--- src/rtl/lcv_mul_acc_pipe.sv ---
// rtl/lcv_mul_acc_pipe.sv - 3-stage signed multiply-accumulate with valid/ready handshake
// Ops: LOAD (c+a*b), ACC (acc+a*b), SUB (acc-a*b), CLR; saturating or wrapping result.
module lcv_mul_acc_pipe #(
   parameter int DATA_WIDTH = 16,
   parameter int ACC_WIDTH  = 40,
   parameter bit SATURATE   = 1'b1
) (
   input  logic                         clk,
   input  logic                         rst,
   input  logic                         in_valid,
   output logic                         in_ready,
   input  logic [1:0]                   in_op,
   input  logic signed [DATA_WIDTH-1:0] in_a,
   input  logic signed [DATA_WIDTH-1:0] in_b,
   input  logic signed [ACC_WIDTH-1:0]  in_c,
   output logic                         out_valid,
   input  logic                         out_ready,
   output logic signed [ACC_WIDTH-1:0]  out_data,
   output logic                         out_ovf,
   output logic                         out_ovf_sticky
);

   localparam int PW = 2 * DATA_WIDTH;
   localparam int SW = ACC_WIDTH + 1;

   if (ACC_WIDTH < 2 * DATA_WIDTH + 1) begin : g_bad_width
      $error("lcv_mul_acc_pipe: ACC_WIDTH must be >= 2*DATA_WIDTH+1");
   end

   typedef enum logic [1:0] {
      OP_LOAD = 2'd0,
      OP_ACC  = 2'd1,
      OP_SUB  = 2'd2,
      OP_CLR  = 2'd3
   } op_t;

   logic                         w_advance;
   logic                         w_accept;

   logic                         r_v1;
   op_t                          r_op1;
   logic signed [DATA_WIDTH-1:0] r_a1;
   logic signed [DATA_WIDTH-1:0] r_b1;
   logic signed [ACC_WIDTH-1:0]  r_c1;

   logic                         r_v2;
   op_t                          r_op2;
   logic signed [PW-1:0]         r_p2;
   logic signed [ACC_WIDTH-1:0]  r_c2;

   logic                         r_out_valid;
   logic signed [ACC_WIDTH-1:0]  r_acc;
   logic                         r_ovf;
   logic                         r_sticky;

   logic signed [PW-1:0]         w_a_ext;
   logic signed [PW-1:0]         w_b_ext;
   logic signed [PW-1:0]         w_prod;
   logic signed [SW-1:0]         w_p_ext;
   logic signed [SW-1:0]         w_acc_ext;
   logic signed [SW-1:0]         w_c_ext;
   logic signed [SW-1:0]         w_sum;
   logic                         w_ovf;
   logic signed [ACC_WIDTH-1:0]  w_max;
   logic signed [ACC_WIDTH-1:0]  w_min;
   logic signed [ACC_WIDTH-1:0]  w_result;

   // Whole-pipe stall: every stage, bubbles included, holds when the output is blocked.
   assign w_advance = !r_out_valid || out_ready;
   assign w_accept  = in_valid && w_advance;
   assign in_ready  = w_advance;

   always_ff @(posedge clk or negedge rst) begin
      if (!rst) begin
         r_v1  <= 1'b0;
         r_op1 <= OP_LOAD;
         r_a1  <= '0;
         r_b1  <= '0;
         r_c1  <= '0;
      end else if (w_advance) begin
         r_v1 <= w_accept;
         if (w_accept) begin
            r_op1 <= op_t'(in_op);
            r_a1  <= in_a;
            r_b1  <= in_b;
            r_c1  <= in_c;
         end
      end
   end

   assign w_a_ext = PW'(r_a1);
   assign w_b_ext = PW'(r_b1);
   assign w_prod  = w_a_ext * w_b_ext;

   always_ff @(posedge clk or negedge rst) begin
      if (!rst) begin
         r_v2  <= 1'b0;
         r_op2 <= OP_LOAD;
         r_p2  <= '0;
         r_c2  <= '0;
      end else if (w_advance) begin
         r_v2  <= r_v1;
         r_op2 <= r_op1;
         r_p2  <= w_prod;
         r_c2  <= r_c1;
      end
   end

   assign w_p_ext   = {{(SW - PW){r_p2[PW-1]}}, r_p2};
   assign w_acc_ext = {r_acc[ACC_WIDTH-1], r_acc};
   assign w_c_ext   = {r_c2[ACC_WIDTH-1], r_c2};
   assign w_max     = {1'b0, {(ACC_WIDTH - 1){1'b1}}};
   assign w_min     = {1'b1, {(ACC_WIDTH - 1){1'b0}}};

   always_comb begin
      w_sum = '0;
      case (r_op2)
         OP_LOAD: w_sum = w_c_ext + w_p_ext;
         OP_ACC:  w_sum = w_acc_ext + w_p_ext;
         OP_SUB:  w_sum = w_acc_ext - w_p_ext;
         default: w_sum = '0;
      endcase
   end

   // One guard bit: the sum fits ACC_WIDTH exactly when the top two bits agree.
   assign w_ovf = w_sum[SW-1] ^ w_sum[SW-2];

   always_comb begin
      w_result = w_sum[ACC_WIDTH-1:0];
      if (w_ovf && SATURATE) begin
         w_result = w_sum[SW-1] ? w_min : w_max;
      end
   end

   always_ff @(posedge clk or negedge rst) begin
      if (!rst) begin
         r_out_valid <= 1'b0;
         r_acc       <= '0;
         r_ovf       <= 1'b0;
         r_sticky    <= 1'b0;
      end else if (w_advance) begin
         r_out_valid <= r_v2;
         if (r_v2) begin
            r_acc    <= w_result;
            r_ovf    <= w_ovf;
            r_sticky <= (r_op2 == OP_CLR) ? 1'b0 : (r_sticky | w_ovf);
         end
      end
   end

   assign out_valid      = r_out_valid;
   assign out_data       = r_acc;
   assign out_ovf        = r_ovf;
   assign out_ovf_sticky = r_sticky;

endmodule

--- config.mk ---
export PLATFORM = sky130hd
export DESIGN_NAME = lcv_mul_acc_pipe
export DESIGN_NICKNAME = d
export VERILOG_FILES = /design/src/rtl/lcv_mul_acc_pipe.sv
export SDC_FILE = /design/constraint.sdc
export NUM_CORES = 1
export LEC_CHECK = 0
export CELL_PAD_IN_SITES_DETAIL_PLACEMENT = 1
export CELL_PAD_IN_SITES_GLOBAL_PLACEMENT = 1
export CORE_UTILIZATION = 40
export DETAILED_ROUTE_END_ITERATION = 12
export GPL_TIMING_DRIVEN = 0
export PLACE_DENSITY = 0.7
export SLEW_MARGIN = 20
export SYNTH_ARGS = -nofsm -noshare
export SYNTH_HDL_FRONTEND = slang
export SYNTH_SLANG_ARGS = --single-unit
--- constraint.sdc ---
create_clock -name clk -period 8.6 [get_ports clk]
set_clock_uncertainty 0.05 [all_clocks]
set_input_delay 1.29 -clock clk [delete_from_list [all_inputs] [get_ports clk]]
set_output_delay 1.29 -clock clk [all_outputs]
set_load 0.05 [all_outputs]
==> flow_summary.html, run 1 <==
<table>
<tr><th>Metric</th><th>Value</th></tr>
<tr><th colspan="2">Outcome</th></tr>
<tr><td>Run status</td><td>finished clean</td></tr>
<tr><th colspan="2">Clock tree</th></tr>
<tr><td>Buffer count from post-CTS setup fixing</td><td>0</td></tr>
<tr><td>Number of CTS-inserted buffers</td><td>17</td></tr>
<tr><td>Cell chosen for the clock root</td><td>clkbuf_16</td></tr>
<tr><td>Clock insertion delay at the later pin of the skew report</td><td>0.50 ns</td></tr>
<tr><td>H-Tree Level Count</td><td>4</td></tr>
<tr><td>Sink count of the clock tree</td><td>193</td></tr>
<tr><td>CTS tree</td><td>yes</td></tr>
<tr><td>Number of gates given a new drive strength after cts</td><td>0</td></tr>
<tr><td>CTS Hold Buffers Added</td><td>0</td></tr>
<tr><td>Clock slew at the register clock pins of the worst setup and hold paths</td><td>0.08 ns</td></tr>
<tr><td>Clk buf depth</td><td>2</td></tr>
<tr><th colspan="2">Synth</th></tr>
<tr><td>Cell variety after synth</td><td>79</td></tr>
<tr><td>Yosys warnings</td><td>0</td></tr>
<tr><td>Post-synthesis instance area</td><td>22440 sq um</td></tr>
<tr><td>Post-synthesis average cell area</td><td>about 9 sq um</td></tr>
<tr><td>Gate Count Post-Synth</td><td>2465</td></tr>
<tr><td>Synthesized netlist net count</td><td>2974</td></tr>
<tr><td>Flip-flop and latch count after synthesis</td><td>193</td></tr>
<tr><td>Commonest register cell after synthesis</td><td>dfrtp_1</td></tr>
<tr><td>Share of async-settable or async-resettable flops after synthesis</td><td>100.0%</td></tr>
<tr><td>Post-synth EDFFs</td><td>0</td></tr>
<tr><td>Share of synthesized area occupied by flip-flops and latches</td><td>21.52%</td></tr>
<tr><th colspan="2">STA</th></tr>
<tr><td>Worst Tran Pin Value</td><td>1.000 ns</td></tr>
<tr><td>Max frequency</td><td>127.0 MHz</td></tr>
<tr><td>Number of failing hold endpoints at the final stage</td><td>0</td></tr>
<tr><td>Count of endpoints failing setup in the final report</td><td>0</td></tr>
<tr><td>Minimum clock period</td><td>7.872 ns</td></tr>
<tr><td>Post-route clock period utilization</td><td>roughly nine tenths</td></tr>
<tr><td>Max transition margin</td><td>31.59%</td></tr>
<tr><td>Final Max Slew Viols</td><td>0</td></tr>
<tr><td>Slack of the critical path</td><td>~0.73 ns</td></tr>
<tr><td>RSZ-0062 raised after global routing</td><td>false</td></tr>
<tr><th colspan="2">Cells and area</th></tr>
<tr><td>Final std cells w/o fill</td><td>3368</td></tr>
<tr><td>Number of inserted filler cells in the final layout</td><td>6479</td></tr>
<tr><td>Count of inserted antenna diode cells</td><td>0</td></tr>
<tr><td>Most frequent cells in the layout</td><td>inv_1 (343), nand2_1 (338), fa_1 (264)</td></tr>
<tr><td>Cell area after layout</td><td>25280 sq um</td></tr>
<tr><td>Synth-to-layout area growth</td><td>12.66%</td></tr>
<tr><td>Ratio of cells with drive above 1 in the final layout</td><td>5.382%</td></tr>
<tr><td>NumNets Final</td><td>3116</td></tr>
<tr><td>Most common cell after layout, fill and taps aside</td><td>inv_1</td></tr>
<tr><th colspan="2">Critical path</th></tr>
<tr><td>Reg2Reg Setup Slack</td><td>0.73 ns</td></tr>
<tr><td>Slowest-stage cell, CP</td><td>fa_1</td></tr>
<tr><td>Critical path peak fanout</td><td>10</td></tr>
<tr><td>Data arrival at the endpoint of the critical path</td><td>8.18 ns</td></tr>
<tr><td>Top cell family by delay on the critical path</td><td>adder cells</td></tr>
<tr><td>FF-to-FF path depth</td><td>23</td></tr>
<tr><td>Req. time, crit path</td><td>approximately 8.9 ns</td></tr>
<tr><td>Top cell by count, worst path</td><td>fa_1</td></tr>
<tr><td>Buffers and inverters on the worst path</td><td>6</td></tr>
<tr><td>Worst R2R Start</td><td>r_b1[1]</td></tr>
<tr><td>Delay of the slowest cell on the worst path</td><td>0.86 ns</td></tr>
<tr><td>Startpoint types</td><td>register</td></tr>
<tr><td>Endpoint class of the critical path</td><td>register</td></tr>
<tr><td>WS Path Type</td><td>reg -&gt; reg</td></tr>
<tr><td>Worst flop-to-flop path endpoint</td><td>r_p2[31]</td></tr>
<tr><td>CP Cell Sequence</td><td>clkbuf_1 &gt; nand2_1 &gt; inv_1 &gt; fa_1 &gt; fa_1 &gt; inv_1 &gt; fa_1 &gt; inv_1 &gt; fa_1 &gt; fa_1 &gt; inv_1 &gt; fa_1 &gt; inv_1 &gt; ha_1 &gt; nand4_1 &gt; nor2_1 &gt; nand2_1 &gt; a2111oi_0 &gt; nor2_1 &gt; nand2_1 &gt; a31oi_1 &gt; xor2_1 &gt; o21ai_0</td></tr>
<tr><td>Start point of the critical path</td><td>r_b1[1]</td></tr>
<tr><th colspan="2">Floorplanning</th></tr>
<tr><td>Standard-cell row count</td><td>between 80 and 90</td></tr>
<tr><td>Starting density of the core</td><td>40.57%</td></tr>
<tr><td>Die Footprint</td><td>57050 sq um</td></tr>
<tr><td>Core area</td><td>55310 sq um</td></tr>
<tr><td>Die W</td><td>238.9 um</td></tr>
<tr><td>Number of top-level pins</td><td>122</td></tr>
<tr><td>Die H</td><td>238.9 um</td></tr>
<tr><th colspan="2">GRT</th></tr>
<tr><td>Number of global-route vias before repair</td><td>20350</td></tr>
<tr><td>Global-route wire length before repair</td><td>approximately 120000 um</td></tr>
<tr><td>Total grt overflow</td><td>0</td></tr>
<tr><td>Combined global-route utilization of all metal layers</td><td>between 20% and 30%</td></tr>
<tr><td>Number of antenna violations at the first check in global routing</td><td>0</td></tr>
<tr><td>Pin count of the biggest net entering global routing</td><td>84</td></tr>
<tr><th colspan="2">Worst hold path</th></tr>
<tr><td>Worst min-delay path startpoint</td><td>r_c2[38]</td></tr>
<tr><td>Count of cells along the worst hold path</td><td>2</td></tr>
<tr><td>Worst hold-check path type</td><td>reg -&gt; reg</td></tr>
<tr><td>Endpoint of the worst hold-timing path</td><td>r_c2[38]</td></tr>
<tr><th colspan="2">Drt</th></tr>
<tr><td>DRC errors left</td><td>0</td></tr>
<tr><td>Count of TritonRoute iterations in the first routing pass</td><td>5</td></tr>
<tr><td>Avg WL per Cell</td><td>21.97 um</td></tr>
<tr><td>Total routed wirelength</td><td>between 70000 and 80000 um</td></tr>
<tr><td>First-iteration detailed-routing DRC count</td><td>987</td></tr>
<tr><td>Vias</td><td>18420</td></tr>
<tr><td>Antenna-violating nets left</td><td>0</td></tr>
<tr><td>Mean number of vias per cell</td><td>5.469</td></tr>
<tr><th colspan="2">Placed design</th></tr>
<tr><td>Cells after DPL</td><td>roughly 3300</td></tr>
<tr><td>Final weighted congestion in routability-driven placement</td><td>0.9195</td></tr>
<tr><td>Port Buffers</td><td>121</td></tr>
<tr><td>Setup slack after placement</td><td>0.8003 ns</td></tr>
<tr><td>Final HPWL DP</td><td>61960 um</td></tr>
<tr><td>Post-DP Area</td><td>24650 sq um</td></tr>
<tr><th colspan="2">Job</th></tr>
<tr><td>Number of maximum-capacitance constraint violations</td><td>0</td></tr>
</table>
## through the flow
stage	hold WS (ns)	setup TNS [ns]	utilization, %
2_1_floorplan	0.3902	0	-
3_3_place_gp	0.3956	-427.14	44.46
3_5_place_dp	0.4124	0	44.57
4_1_cts	0.4309	0	45.71
5_1_grt	0.4531	0	45.71
6_report	0.4283	0	45.71
## tightest hold or removal path, delay by kind of cell, from the launching register on
| kind | cells | cell delay, ns |
|---|---|---|
| DFF | 1 | 0.35 |
| and+or+nand+nor | 2 | 0.10 |
## cell type report
| type | instances | area, sq um | share of cell area [%] |
|---|---|---|---|
| plain buffers | 95 | 389.1 | 1.539 |
| clock buffers | 18 | 439.2 | 1.737 |
| clock inverters | 14 | 193.9 | 0.7671 |
| inverters | 345 | 1295 | 5.122 |
| multi-input cells | 1832 | 15930 | 63.00 |
| flip-flops and latches | 193 | 4830 | 19.10 |
| well taps | 748 | 935.9 | 3.702 |
| repair buffers | 123 | 1271 | 5.028 |
## cells by family after synthesis
group                      count (synthesis)  share of synthesized area (%)
buffers and inverters                    440                          7.499
muxes                                     83                          4.126
adders and majority gates                431                          32.86
DFF                                      193                          21.52
AOI/OAI and AO/OA                        440                          13.25
xor gates and xnor gates                 125                          4.879
and+or+nand+nor                          753                          15.86
## worst max-delay path by stage
stage / endpoint / cells past startpoint
final: r_p2[31] / 23
after global routing: r_p2[31] / 23
after CTS: r_p2[31] / 23
after detailed placement: r_p2[31] / 23
after global placement: r_c1[38] / 1
after floorplan: r_p2[29] / 22
## layer usage
| metal | part of all wire [%] | track usage, % | vias up |
|---|---|---|---|
| li1 | - | - | 8378 |
| met1 | 42 | 32.95 | 9520 |
| met2 | 51 | 48.04 | 394 |
| met3 | 3.1 | 2.921 | 127 |
| met4 | 3.6 | 10.22 | 0 |
| met5 | 0 | 0 | - |
## Yosys cell counts, types with 5 or more instances
| master | n | area, sq um |
|---|---|---|
| o31ai_1 | 5 | 37.54 |
| nand3_1 | 35 | 175.2 |
| mux2i_1 | 7 | 70.07 |
| a211oi_1 | 10 | 75.07 |
| nand2b_1 | 22 | 137.6 |
| ha_1 | 167 | 2090 |
| o21bai_1 | 13 | 97.59 |
| a21o_1 | 57 | 427.9 |
| mux2_2 | 76 | 855.8 |
| xor2_1 | 33 | 289.0 |
| or2_2 | 6 | 37.54 |
| clkbuf_1 | 84 | 315.3 |
| o211ai_1 | 12 | 90.09 |
| a41oi_1 | 6 | 52.55 |
| fa_1 | 264 | 5285 |
| nor2_1 | 118 | 442.9 |
| nor3_1 | 24 | 120.1 |
| o21ai_0 | 55 | 275.3 |
| xnor2_1 | 92 | 805.8 |
| a2bb2oi_1 | 6 | 52.55 |
| or3_1 | 13 | 81.33 |
| nor2b_1 | 10 | 62.56 |
| a22oi_1 | 24 | 180.2 |
| and3_1 | 14 | 87.58 |
| dfrtp_1 | 193 | 4830 |
| o21a_1 | 6 | 45.04 |
| a21oi_1 | 132 | 660.6 |
| inv_1 | 343 | 1287 |
| a31oi_1 | 20 | 125.1 |
| o22a_1 | 37 | 324.1 |
| o2111ai_1 | 5 | 43.79 |
| nand4_1 | 15 | 93.84 |
| nand2_1 | 338 | 1269 |
| and2_1 | 131 | 819.5 |
## state kept, by name (all words and copies together) (netlist names)
register and count:
out_data 40, out_ovf 1, out_ovf_sticky 1, out_valid 1, r_a1 16, r_b1 16, r_c1 40, r_c2 40
r_op1 2, r_op2 2, r_p2 32, r_v1 1, r_v2 1
Power of run 1 is left out: the tool's default activity adds up to more than one toggle a clock period on the data nets, which glitch-free logic cannot reach.
==> run 2: changes to the inputs <==
ABC_AREA = 0   (was unset)
==> results of run 2 <==
Same layout as run 1: the final DEF is identical, and so are final timing and power.
Power of run 2 is left out for the same reason.
==> run 3: changes to the inputs <==
CELL_PAD_IN_SITES_DETAIL_PLACEMENT = 0   (was 1)
CELL_PAD_IN_SITES_GLOBAL_PLACEMENT = 2   (was 1)
MAX_ROUTING_LAYER = met4   (was unset)
PLACE_DENSITY = 0.83   (was 0.7)
==> flow_summary.html, run 3 (synthesis gave the netlist of run 1 again) <==
<table>
<tr><th>Metric</th><th>Value</th></tr>
<tr><th colspan="2">STA</th></tr>
<tr><td>Number of failing hold endpoints at the final stage</td><td>0 (unchanged)</td></tr>
<tr><td>RSZ-0062 raised after global routing</td><td>false (unchanged)</td></tr>
<tr><td>Total negative slack for setup checks</td><td>0 ns (unchanged)</td></tr>
<tr><td>Max transition margin</td><td>37.60% (was 31.59%)</td></tr>
<tr><td>Worst Tran Pin Value</td><td>0.9125 ns (was 1.000 ns)</td></tr>
<tr><td>Count of endpoints failing setup in the final report</td><td>0 (unchanged)</td></tr>
<tr><td>Minimum clock period</td><td>7.712 ns (was 7.872 ns)</td></tr>
<tr><td>Post-route clock period utilization</td><td>89.67% (was 91.54%)</td></tr>
<tr><td>Final Max Slew Viols</td><td>0 (unchanged)</td></tr>
<tr><td>Max frequency</td><td>129.7 MHz (was 127.0 MHz)</td></tr>
<tr><th colspan="2">GRT</th></tr>
<tr><td>Pin count of the biggest net entering global routing</td><td>88 (was 84)</td></tr>
<tr><td>Number of global-route vias before repair</td><td>18510 (was 20350)</td></tr>
<tr><td>Layer carrying the most global-route usage</td><td>met2 (unchanged)</td></tr>
<tr><td>Met2 track demand over resource</td><td>43.77% (was 48.04%)</td></tr>
<tr><td>Combined global-route utilization of all metal layers</td><td>25.88% (was 26.82%)</td></tr>
<tr><td>Total grt overflow</td><td>0 (unchanged)</td></tr>
<tr><td>Met1 track demand over resource in global routing</td><td>32.30% (was 32.95%)</td></tr>
<tr><td>Global-route wire length before repair</td><td>107900 um (was 115900 um)</td></tr>
<tr><td>Routing usage on met3</td><td>2.806% (was 2.921%)</td></tr>
<tr><td>Number of antenna violations at the first check in global routing</td><td>0 (unchanged)</td></tr>
<tr><th colspan="2">Worst hold path</th></tr>
<tr><td>Count of cells along the worst hold path</td><td>2 (unchanged)</td></tr>
<tr><td>Worst min-delay path startpoint</td><td>r_v1 (was r_c2[38])</td></tr>
<tr><td>Endpoint of the worst hold-timing path</td><td>r_v2 (was r_c2[38])</td></tr>
<tr><td>Worst hold-check path type</td><td>reg -&gt; reg (unchanged)</td></tr>
<tr><th colspan="2">Clock tree</th></tr>
<tr><td>Number of gates given a new drive strength after cts</td><td>0 (unchanged)</td></tr>
<tr><td>Sink count of the clock tree</td><td>193 (unchanged)</td></tr>
<tr><td>Clock slew at the register clock pins of the worst setup and hold paths</td><td>0.08 ns (about the same)</td></tr>
<tr><td>Cell chosen for the clock root</td><td>clkbuf_16 (unchanged)</td></tr>
<tr><td>Buffer count from post-CTS setup fixing</td><td>0 (unchanged)</td></tr>
<tr><td>Clk buf depth</td><td>2 (unchanged)</td></tr>
<tr><td>CTS tree</td><td>yes (unchanged)</td></tr>
<tr><td>CTS Hold Buffers Added</td><td>0 (unchanged)</td></tr>
<tr><td>Number of CTS-inserted buffers</td><td>17 (unchanged)</td></tr>
<tr><td>H-Tree Level Count</td><td>4 (unchanged)</td></tr>
<tr><td>Clock insertion delay at the later pin of the skew report</td><td>0.50 ns (about the same)</td></tr>
<tr><th colspan="2">Drt</th></tr>
<tr><td>Avg WL per Cell</td><td>20.48 um (was 21.97 um)</td></tr>
<tr><td>Count of TritonRoute iterations in the first routing pass</td><td>7 (was 5)</td></tr>
<tr><td>DRC errors left</td><td>0 (unchanged)</td></tr>
<tr><td>Mean number of vias per cell</td><td>5.293 (was 5.469)</td></tr>
<tr><td>Total routed wirelength</td><td>68990 um (was 73990 um)</td></tr>
<tr><td>Vias</td><td>17830 (was 18420)</td></tr>
<tr><td>First-iteration detailed-routing DRC count</td><td>1110 (was 987)</td></tr>
<tr><td>Antenna-violating nets left</td><td>0 (unchanged)</td></tr>
<tr><th colspan="2">Floorplanning</th></tr>
<tr><td>Starting density of the core</td><td>40.57% (unchanged)</td></tr>
<tr><td>Standard-cell row count</td><td>86 (unchanged)</td></tr>
<tr><td>Core area</td><td>55310 sq um (unchanged)</td></tr>
<tr><td>Die H</td><td>238.9 um (unchanged)</td></tr>
<tr><td>Number of top-level pins</td><td>122 (unchanged)</td></tr>
<tr><td>Die W</td><td>238.9 um (unchanged)</td></tr>
<tr><td>Die Footprint</td><td>57050 sq um (unchanged)</td></tr>
<tr><th colspan="2">Critical path</th></tr>
<tr><td>Endpoint class of the critical path</td><td>register (unchanged)</td></tr>
<tr><td>Worst flop-to-flop path endpoint</td><td>r_p2[31] (unchanged)</td></tr>
<tr><td>Critical path peak fanout</td><td>10 (unchanged)</td></tr>
<tr><td>WS Path Type</td><td>reg -&gt; reg (unchanged)</td></tr>
<tr><td>Reg2Reg Setup Slack</td><td>0.89 ns (was 0.73 ns)</td></tr>
<tr><td>FF-to-FF path depth</td><td>23 (unchanged)</td></tr>
<tr><td>Start point of the critical path</td><td>r_b1[1] (unchanged)</td></tr>
<tr><td>Worst R2R Start</td><td>r_b1[1] (unchanged)</td></tr>
<tr><td>Data arrival at the endpoint of the critical path</td><td>8.02 ns (was 8.18 ns)</td></tr>
<tr><td>Startpoint types</td><td>register (unchanged)</td></tr>
<tr><td>Req. time, crit path</td><td>8.91 ns (about the same)</td></tr>
<tr><th colspan="2">Cells and area</th></tr>
<tr><td>Ratio of cells with drive above 1 in the final layout</td><td>5.307% (was 5.382%)</td></tr>
<tr><td>Most common cell after layout, fill and taps aside</td><td>inv_1 (unchanged)</td></tr>
<tr><td>Number of inserted filler cells in the final layout</td><td>5477 (was 6479)</td></tr>
<tr><td>NumNets Final</td><td>3116 (unchanged)</td></tr>
<tr><td>Synth-to-layout area growth</td><td>12.45% (was 12.66%)</td></tr>
<tr><td>Most frequent cells in the layout</td><td>inv_1 (343), nand2_1 (338), fa_1 (264) (unchanged)</td></tr>
<tr><th colspan="2">Job</th></tr>
<tr><td>Number of maximum-capacitance constraint violations</td><td>0 (unchanged)</td></tr>
<tr><th colspan="2">Outcome</th></tr>
<tr><td>Run status</td><td>finished clean (unchanged)</td></tr>
<tr><th colspan="2">Placed design</th></tr>
<tr><td>Final HPWL DP</td><td>57440 um (was 61960 um)</td></tr>
<tr><td>Port Buffers</td><td>121 (unchanged)</td></tr>
<tr><td>Final weighted congestion in routability-driven placement</td><td>0.9513 (was 0.9195)</td></tr>
</table>
run 3: cell count changes in the layout (fill, tap and decap cells not counted):
cell / change
clkinvlp_4: +3
inv_6: -3
bufinv_16: -2
clkbuf_1: +1
clkbuf_8: -1
clkinv_2: -1
clkinv_8: +1
diode_2: +1
inv_8: +1
run 3: cell type report:
class,count,area (sq um),area share (%)
Antenna cell,1,2.502,0.009917
Buffer,95,389.1,1.542
Clock buffer,18,429.2,1.701
Clock inverter,13,152.6,0.6049
Inverter,345,1295,5.132
Multi-Input combinational cell,1832,15930,63.12
Sequential cell,193,4830,19.14
Tap cell,748,935.9,3.709
Timing Repair Buffer,123,1271,5.038
run 3: stage by stage:
step	cells	hold WS, ns	util [%]	area (sq um)	setup slack, ns
final	3368	0.4173	45.62	25230	0.8883
after global routing	3367	0.4534	45.62	25230	0.3635
after CTS	3367	0.4223	45.62	25230	0.8270
after detailed placement	3336	0.4093	44.57	24650	0.8475
after global placement	3334	0.4089	44.46	24590	-2.232
after floorplan	2465	0.3902	-	22440	2.292
run 3: worst max path at each step:
stage | cells after the start | slack [ns] | to
after detailed placement | 23 | 0.85 | r_p2[31]
final | 23 | 0.89 | r_p2[31]
after global placement | 1 | -2.23 | out_data[35]
after CTS | 23 | 0.83 | r_p2[31]
after floorplan | 22 | 2.29 | r_p2[29]
after global routing | 23 | 0.36 | r_p2[31]
run 3: critical path, stage by stage, from the launching register on:
cell       delay [ns]
dfrtp_1          0.55
clkbuf_1         0.45
nand2_1          0.17
inv_1            0.16
fa_1             0.55
fa_1             0.83
inv_1            0.15
fa_1             0.50
inv_1            0.05
fa_1             0.50
fa_1             0.49
inv_1            0.05
fa_1             0.47
inv_1            0.04
ha_1             0.37
nand4_1          0.15
nor2_1           0.21
nand2_1          0.16
a2111oi_0        0.81
nor2_1           0.18
nand2_1          0.11
a31oi_1          0.09
xor2_1           0.35
o21ai_0          0.12
run 3: layer usage:
layer	vias up	routed length, um
met5	-	0
met4	0	1928
met3	96	2114
met2	389	34520
met1	8943	30430
li1	8399	-
Power of run 3 is left out for the same reason.
